File: src/rtl/regfile_writeback_if.sv
// Result and write-port bundle for regfile_writeback: ALU and load
// valid/ready handshakes plus the register file write port.
interface regfile_writeback_if #(
    parameter int unsigned N = 32
);
    logic         alu_valid;
    logic         alu_ready;
    logic [4:0]   alu_rd;
    logic [N-1:0] alu_data;
    logic         ld_valid;
    logic         ld_ready;
    logic [4:0]   ld_rd;
    logic [N-1:0] ld_data;
    logic [4:0]   wb_addr;
    logic [N-1:0] wb_data;
    logic         wb_enable;

    modport master (
        output alu_valid, alu_rd, alu_data,
        input  alu_ready,
        output ld_valid, ld_rd, ld_data,
        input  ld_ready,
        input  wb_addr, wb_data, wb_enable
    );

    modport slave (
        input  alu_valid, alu_rd, alu_data,
        output alu_ready,
        input  ld_valid, ld_rd, ld_data,
        output ld_ready,
        output wb_addr, wb_data, wb_enable
    );
endinterface

File: src/rtl/regfile_writeback.sv
// Register file write-port arbiter: load FIFO over ALU priority, registered
// write port, and a pending-write scoreboard for RAW hazard detection.
module regfile_writeback #(
    parameter int unsigned N        = 32,
    parameter int unsigned LQ_DEPTH = 2
) (
    input  logic                 clk,
    input  logic                 rst_n,
    input  logic                 issue_valid,
    input  logic [4:0]           issue_rd,
    regfile_writeback_if.slave   bus,
    input  logic [4:0]           rs1_addr,
    input  logic [4:0]           rs2_addr,
    output logic                 rs1_busy,
    output logic                 rs2_busy
);
    localparam int unsigned RW   = 5;
    localparam int unsigned NREG = 32;
    localparam int unsigned PW   = $clog2(LQ_DEPTH);
    localparam int unsigned CW   = $clog2(LQ_DEPTH + 1);

    logic [RW-1:0]   lq_rd   [LQ_DEPTH];
    logic [N-1:0]    lq_data [LQ_DEPTH];
    logic [PW-1:0]   wr_ptr, rd_ptr;
    logic [CW-1:0]   count;
    logic            lq_empty, lq_full, push, pop, alu_take;
    logic            sel_valid;
    logic [RW-1:0]   sel_rd;
    logic [N-1:0]    sel_data;
    logic [NREG-1:0] busy, busy_next;

    // Handshakes depend only on the registered FIFO occupancy.
    always_comb begin
        lq_empty = (count == '0);
        lq_full  = (count == CW'(LQ_DEPTH));
        push     = bus.ld_valid & ~lq_full;
        pop      = ~lq_empty;
        alu_take = bus.alu_valid & lq_empty;
    end

    assign bus.ld_ready  = ~lq_full;
    assign bus.alu_ready = lq_empty;

    // Fixed priority: buffered load first, then the ALU.
    always_comb begin
        sel_valid = 1'b0;
        sel_rd    = '0;
        sel_data  = '0;
        if (pop) begin
            sel_valid = 1'b1;
            sel_rd    = lq_rd[rd_ptr];
            sel_data  = lq_data[rd_ptr];
        end else if (alu_take) begin
            sel_valid = 1'b1;
            sel_rd    = bus.alu_rd;
            sel_data  = bus.alu_data;
        end
    end

    always_ff @(posedge clk) begin
        if (push) begin
            lq_rd[wr_ptr]   <= bus.ld_rd;
            lq_data[wr_ptr] <= bus.ld_data;
        end
    end

    always_ff @(posedge clk) begin
        if (!rst_n) begin
            wr_ptr <= '0;
            rd_ptr <= '0;
            count  <= '0;
        end else begin
            if (push) wr_ptr <= wr_ptr + PW'(1);
            if (pop)  rd_ptr <= rd_ptr + PW'(1);
            count <= count + CW'(push) - CW'(pop);
        end
    end

    // Newer issue wins over a same-cycle retirement of the same register.
    always_comb begin
        busy_next = busy;
        if (sel_valid && sel_rd != '0) busy_next[sel_rd] = 1'b0;
        if (issue_valid && issue_rd != '0) busy_next[issue_rd] = 1'b1;
        busy_next[0] = 1'b0;
    end

    always_ff @(posedge clk) begin
        if (!rst_n) begin
            busy          <= '0;
            bus.wb_enable <= 1'b0;
            bus.wb_addr   <= '0;
            bus.wb_data   <= '0;
        end else begin
            busy <= busy_next;
            if (sel_valid) begin
                bus.wb_enable <= (sel_rd != '0);
                bus.wb_addr   <= sel_rd;
                bus.wb_data   <= sel_data;
            end else begin
                bus.wb_enable <= 1'b0;
            end
        end
    end

    assign rs1_busy = busy[rs1_addr];
    assign rs2_busy = busy[rs2_addr];
endmodule

File: src/flat_wrapper.sv
// flat-port wrapper written by rule: the top's interface ports become plain ports
module regfile_writeback_flat 
#(
    parameter int unsigned N        = 32,
    parameter int unsigned LQ_DEPTH = 2
)
  (clk, rst_n, issue_valid, issue_rd, rs1_addr, rs2_addr, rs1_busy, rs2_busy, bus_alu_valid, bus_alu_rd, bus_alu_data, bus_alu_ready, bus_ld_valid, bus_ld_rd, bus_ld_data, bus_ld_ready, bus_wb_addr, bus_wb_data, bus_wb_enable);
  regfile_writeback_if #(.N(N)) bus_i ();
  input  logic clk;
  input  logic rst_n;
  input  logic issue_valid;
  input  logic [4:0] issue_rd;
  input  logic [4:0] rs1_addr;
  input  logic [4:0] rs2_addr;
  output logic rs1_busy;
  output logic rs2_busy;
  input wire logic [$bits(bus_i.alu_valid)-1:0] bus_alu_valid;
  input wire logic [$bits(bus_i.alu_rd)-1:0] bus_alu_rd;
  input wire logic [$bits(bus_i.alu_data)-1:0] bus_alu_data;
  output wire logic [$bits(bus_i.alu_ready)-1:0] bus_alu_ready;
  input wire logic [$bits(bus_i.ld_valid)-1:0] bus_ld_valid;
  input wire logic [$bits(bus_i.ld_rd)-1:0] bus_ld_rd;
  input wire logic [$bits(bus_i.ld_data)-1:0] bus_ld_data;
  output wire logic [$bits(bus_i.ld_ready)-1:0] bus_ld_ready;
  output wire logic [$bits(bus_i.wb_addr)-1:0] bus_wb_addr;
  output wire logic [$bits(bus_i.wb_data)-1:0] bus_wb_data;
  output wire logic [$bits(bus_i.wb_enable)-1:0] bus_wb_enable;
  assign bus_i.alu_valid = bus_alu_valid;
  assign bus_i.alu_rd = bus_alu_rd;
  assign bus_i.alu_data = bus_alu_data;
  assign bus_alu_ready = bus_i.alu_ready;
  assign bus_i.ld_valid = bus_ld_valid;
  assign bus_i.ld_rd = bus_ld_rd;
  assign bus_i.ld_data = bus_ld_data;
  assign bus_ld_ready = bus_i.ld_ready;
  assign bus_wb_addr = bus_i.wb_addr;
  assign bus_wb_data = bus_i.wb_data;
  assign bus_wb_enable = bus_i.wb_enable;
  regfile_writeback #(.N(N), .LQ_DEPTH(LQ_DEPTH)) u_core (.clk(clk), .rst_n(rst_n), .issue_valid(issue_valid), .issue_rd(issue_rd), .bus(bus_i), .rs1_addr(rs1_addr), .rs2_addr(rs2_addr), .rs1_busy(rs1_busy), .rs2_busy(rs2_busy));
endmodule
File: config.mk
export PLATFORM = sky130hd
export DESIGN_NAME = regfile_writeback_flat
export DESIGN_NICKNAME = d
export VERILOG_FILES = /design/src/rtl/regfile_writeback_if.sv /design/src/rtl/regfile_writeback.sv /design/src/flat_wrapper.sv
export SDC_FILE = /design/constraint.sdc
export NUM_CORES = 1
export LEC_CHECK = 0
export ABC_AREA = 1
export BUFFER_PORTS_ARGS = -buffer_cell sky130_fd_sc_hd__buf_2
export CORE_MARGIN = 4
export CORE_UTILIZATION = 37
export CTS_CLUSTER_DIAMETER = 50
export DETAILED_ROUTE_END_ITERATION = 6
export PLACE_DENSITY = 0.56
export SLEW_MARGIN = 20
export SYNTH_ARGS = -nofsm -noshare
export SYNTH_HDL_FRONTEND = slang
export SYNTH_SLANG_ARGS = --single-unit
File: constraint.sdc
create_clock -name clk -period 5.2 [get_ports clk]
set_input_delay 0.52 -clock clk [delete_from_list [all_inputs] [get_ports clk]]
set_output_delay 0.52 -clock clk [all_outputs]
set_load 0.02 [all_outputs]
==> out/metrics.csv <==
metric,value,unit
outcome,finished clean,
Buf/Inv on CP,3,
total routed wirelength,17.68,mm
post-synthesis cell count,761,
final hold vios,0,
Most Frequent Cell on Critical Path,nand2_1,
Switching Fraction,24.99,%
syn nets,855,
VDD IR max,0.2171,mV
GRT Overall Usage,18.40,%
Post-DRT Antenna Nets,0,
DRC viols,0,
worst skew pair latency,410,ps
Synth Cell Area,6474,sq um
Die Ht,140.3,um
DR pass1 iterations,4,
Comb power frac,10.8,%
final net count,982,
final setup TNS,0,ps
final-layout fill cell count,1745,
final-report max-slew violation count,0,
Core ar.,17240,sq um
largest area contributor in the netlist,edfxtp_1,
unrepaired setup endpoints after global routing,false,
CP Cell Sequence,buf_2 -> inv_1 -> nand2_1 -> nand3_1 -> nand3_1 -> nand2_1 -> nand2_1 -> nand2_1 -> nand2_1 -> nand2_1 -> buf_2,
layout cells sized above 1,21.42,%
CTS Buffer Depth,2,
total grt overflow,0,
syn_area_per_cell,8.507,sq um
Avg WL per Cell,15.70,um
Vias,5450,
slew at the pin with the worst max-slew slack,1095,ps
leakage power,3.326,nW
Setup Buffers After CTS,0,
Worst setup SP type,input port,
type of the worst setup path,in -> out,
Ys Warns,0,
area grow syn2layout,22.34,%
Initial Util,37.56,%
Peak Freq,435.4,MHz
total of max-cap violations,0,
worst hold-check path type,in -> reg,
Rel. slew slack,26.42,%
port bufs,135,
skew final,6.795,ps
ANT cells,0,
crit share post-route,44.17,%
largest net degree at the start of global routing,39,
CTS tree,built,
Worst Path Arrival,1780,ps
I/O pin cnt,136,
Final setup viols,0,
Initial DRC Count,314,
Horiz. Die Dim,140.3,um
CP max FO,16,
"Req. time, crit path",4680,ps
vias in the first global route,5381,
Crit path max-delay family,buffers and inverters,
PwrDens,361.2,nW/um^2
"Worst Setup Slack, final",2903,ps
sequential share of power,45.8,%
CP max stage cell,inv_1,
Post-DP HPWL,12.36,mm
Synth cell types,27,
antenna violations before repair,1,
root buffer cell,clkbuf_16,
crit-path max cell delay,370,ps
TritonCTS Buffers,17,
CTS Hold Bufs,0,
register area share after synthesis,57.21,%
Rows,48,
die area,19680,sq um
Period minus WS final,2297,ps
switching pwr,0.0007148,W
crit end category,output port,
post-CTS sizing,0,
register bit total from synthesis,148,
clock network power share,43.4,%
Clock Sinks,148,
first-pass GRT wire length,28.66,mm
share of the synthesized area in the top cell type,34.33,%
Clock transition at path regs,60,ps
Max H-tree Level,4,
vias per cell,4.840,
P_int,0.002146,W
GP Congestion,0.8774,
top post-synthesis cells by area,"edfxtp_1 (34%), dfxtp_1 (23%), nand2_1 (14%)",
Place WS,2927,ps
==> cell usage after synthesis <==
| library cell | n |
|---|---|
| buf_1 | 2 |
| nand3_4 | 1 |
| inv_1 | 51 |
| nor3_1 | 12 |
| clkinv_1 | 1 |
| nand3_2 | 2 |
| nand2_1 | 236 |
| o21ai_1 | 9 |
| o21ai_0 | 52 |
| nor2_1 | 60 |
| buf_6 | 3 |
| or2_1 | 1 |
| clkbuf_2 | 2 |
| clkbuf_1 | 9 |
| inv_2 | 4 |
| nand3_1 | 58 |
| edfxtp_1 | 74 |
| a21oi_1 | 40 |
| dfxtp_1 | 74 |
| nor2_4 | 2 |
| buf_2 | 15 |
| inv_4 | 1 |
| nand2_2 | 9 |
| o211ai_1 | 23 |
| o21bai_1 | 3 |
| a31oi_1 | 15 |
| buf_4 | 2 |
==> cell type report <==
class / count / area, sq um / share of cell area (%)
clock buffer: 18 / 429.2 / 5.419
clock inverter: 14 / 175.2 / 2.212
inverter: 57 / 216.5 / 2.733
multi-input combinational: 523 / 2394 / 30.22
sequential: 148 / 3704 / 46.76
tap: 225 / 281.5 / 3.555
timing repair buffer: 141 / 720.7 / 9.100
==> final timing paths <==
check | start | end | slack, ps | depth (start not counted)
setup reg to reg | u_core.count[0] | u_core.bus.wb_addr[1] | 3150 | 6
setup / recovery | rs1_addr[0] | rs1_busy | 2900 | 11
hold reg to reg | u_core.rd_ptr | register | 450 | 1
hold / removal | bus_ld_data[9] | u_core.lq_data[1][9] | 300 | 1
==> stage by stage <==
| stage | utilization (%) | power [W] | cells | instance area (sq um) | hold WS [ps] |
|---|---|---|---|---|---|
| 3_5_place_dp | 42.44 | 0.001647 | 1094 | 7316 | 440.4 |
| 2_1_floorplan | - | 0.001527 | 761 | 6474 | 425.5 |
| 3_3_place_gp | 42.44 | 0.001645 | 1094 | 7316 | 434.3 |
| 5_1_grt | 45.95 | 0.002988 | 1126 | 7920 | 274.7 |
| 6_report | 45.95 | 0.002861 | 1126 | 7920 | 295.8 |
| 4_1_cts | 45.95 | 0.002894 | 1126 | 7920 | 275.1 |
==> metal layers <==
metal / vias to the layer above / wire length, um / GRT usage (%)
met3: 19 / 1174 / 5.292
met2: 130 / 8179 / 29.03
li1: 2803 / - / -
met4: 2 / 249 / 5.864
met1: 2496 / 8068 / 24.52
met5: - / 8 / 0
==> cell usage in the layout, fill, tap and decap left out <==
| master | instances |
|---|---|
| or2_1 | 1 |
| edfxtp_1 | 74 |
| buf_2 | 135 |
| clkbuf_16 | 17 |
| a31oi_1 | 15 |
| o21bai_1 | 3 |
| nand2_1 | 236 |
| clkinv_2 | 2 |
| o21ai_1 | 9 |
| nor2_4 | 4 |
| inv_4 | 1 |
| nor2_1 | 58 |
| o211ai_1 | 23 |
| bufinv_16 | 3 |
| inv_6 | 4 |
| a21oi_1 | 40 |
| clkinv_1 | 1 |
| nor3_1 | 12 |
| nand2_2 | 9 |
| clkbuf_1 | 1 |
| nand3_4 | 1 |
| o21ai_0 | 52 |
| clkinv_4 | 2 |
| buf_4 | 6 |
| nand3_1 | 58 |
| inv_1 | 51 |
| dfxtp_1 | 74 |
| clkinvlp_4 | 3 |
| nand3_2 | 2 |
| inv_2 | 4 |
==> power by group through the flow <==
stage,Combinational (W),Clock [W],Sequential (W)
finish,0.000309,0.00124,0.00131
global route,0.000350,0.00132,0.00132
CTS,0.000314,0.00127,0.00131
detailed placement,0.000313,0,0.00133
global placement,0.000311,0,0.00133
floorplan,0.000167,0,0.00136
==> flip-flops by register name (all words and copies together), names as in the netlist, named ones only <==
register              flops
u_core.bus.wb_enable      1
u_core.bus.wb_data       32
u_core.count              2
u_core.lq_data           64
u_core.bus.wb_addr        5
u_core.rd_ptr             1
u_core.busy              31
u_core.wr_ptr             1
u_core.lq_rd             10
==> worst register-to-register path, stage by stage (launching register included) <==
cell and delay [ps]:
dfxtp_1 340, nor2_4 500, nand2_1 140, inv_2 600, a21oi_1 140, or2_1 230, inv_1 40
==> cell families (layout without fill, tap and decap cells) <==
kind of cell / Yosys count / in the layout / share of synthesized area, %
flops: 148 / 148 / 57.21
compound gates: 142 / 142 / 12.27
buf+inv: 90 / 230 / 6.049
simple gates: 381 / 381 / 24.47
Note: power is estimated with default switching activity, not from simulation.
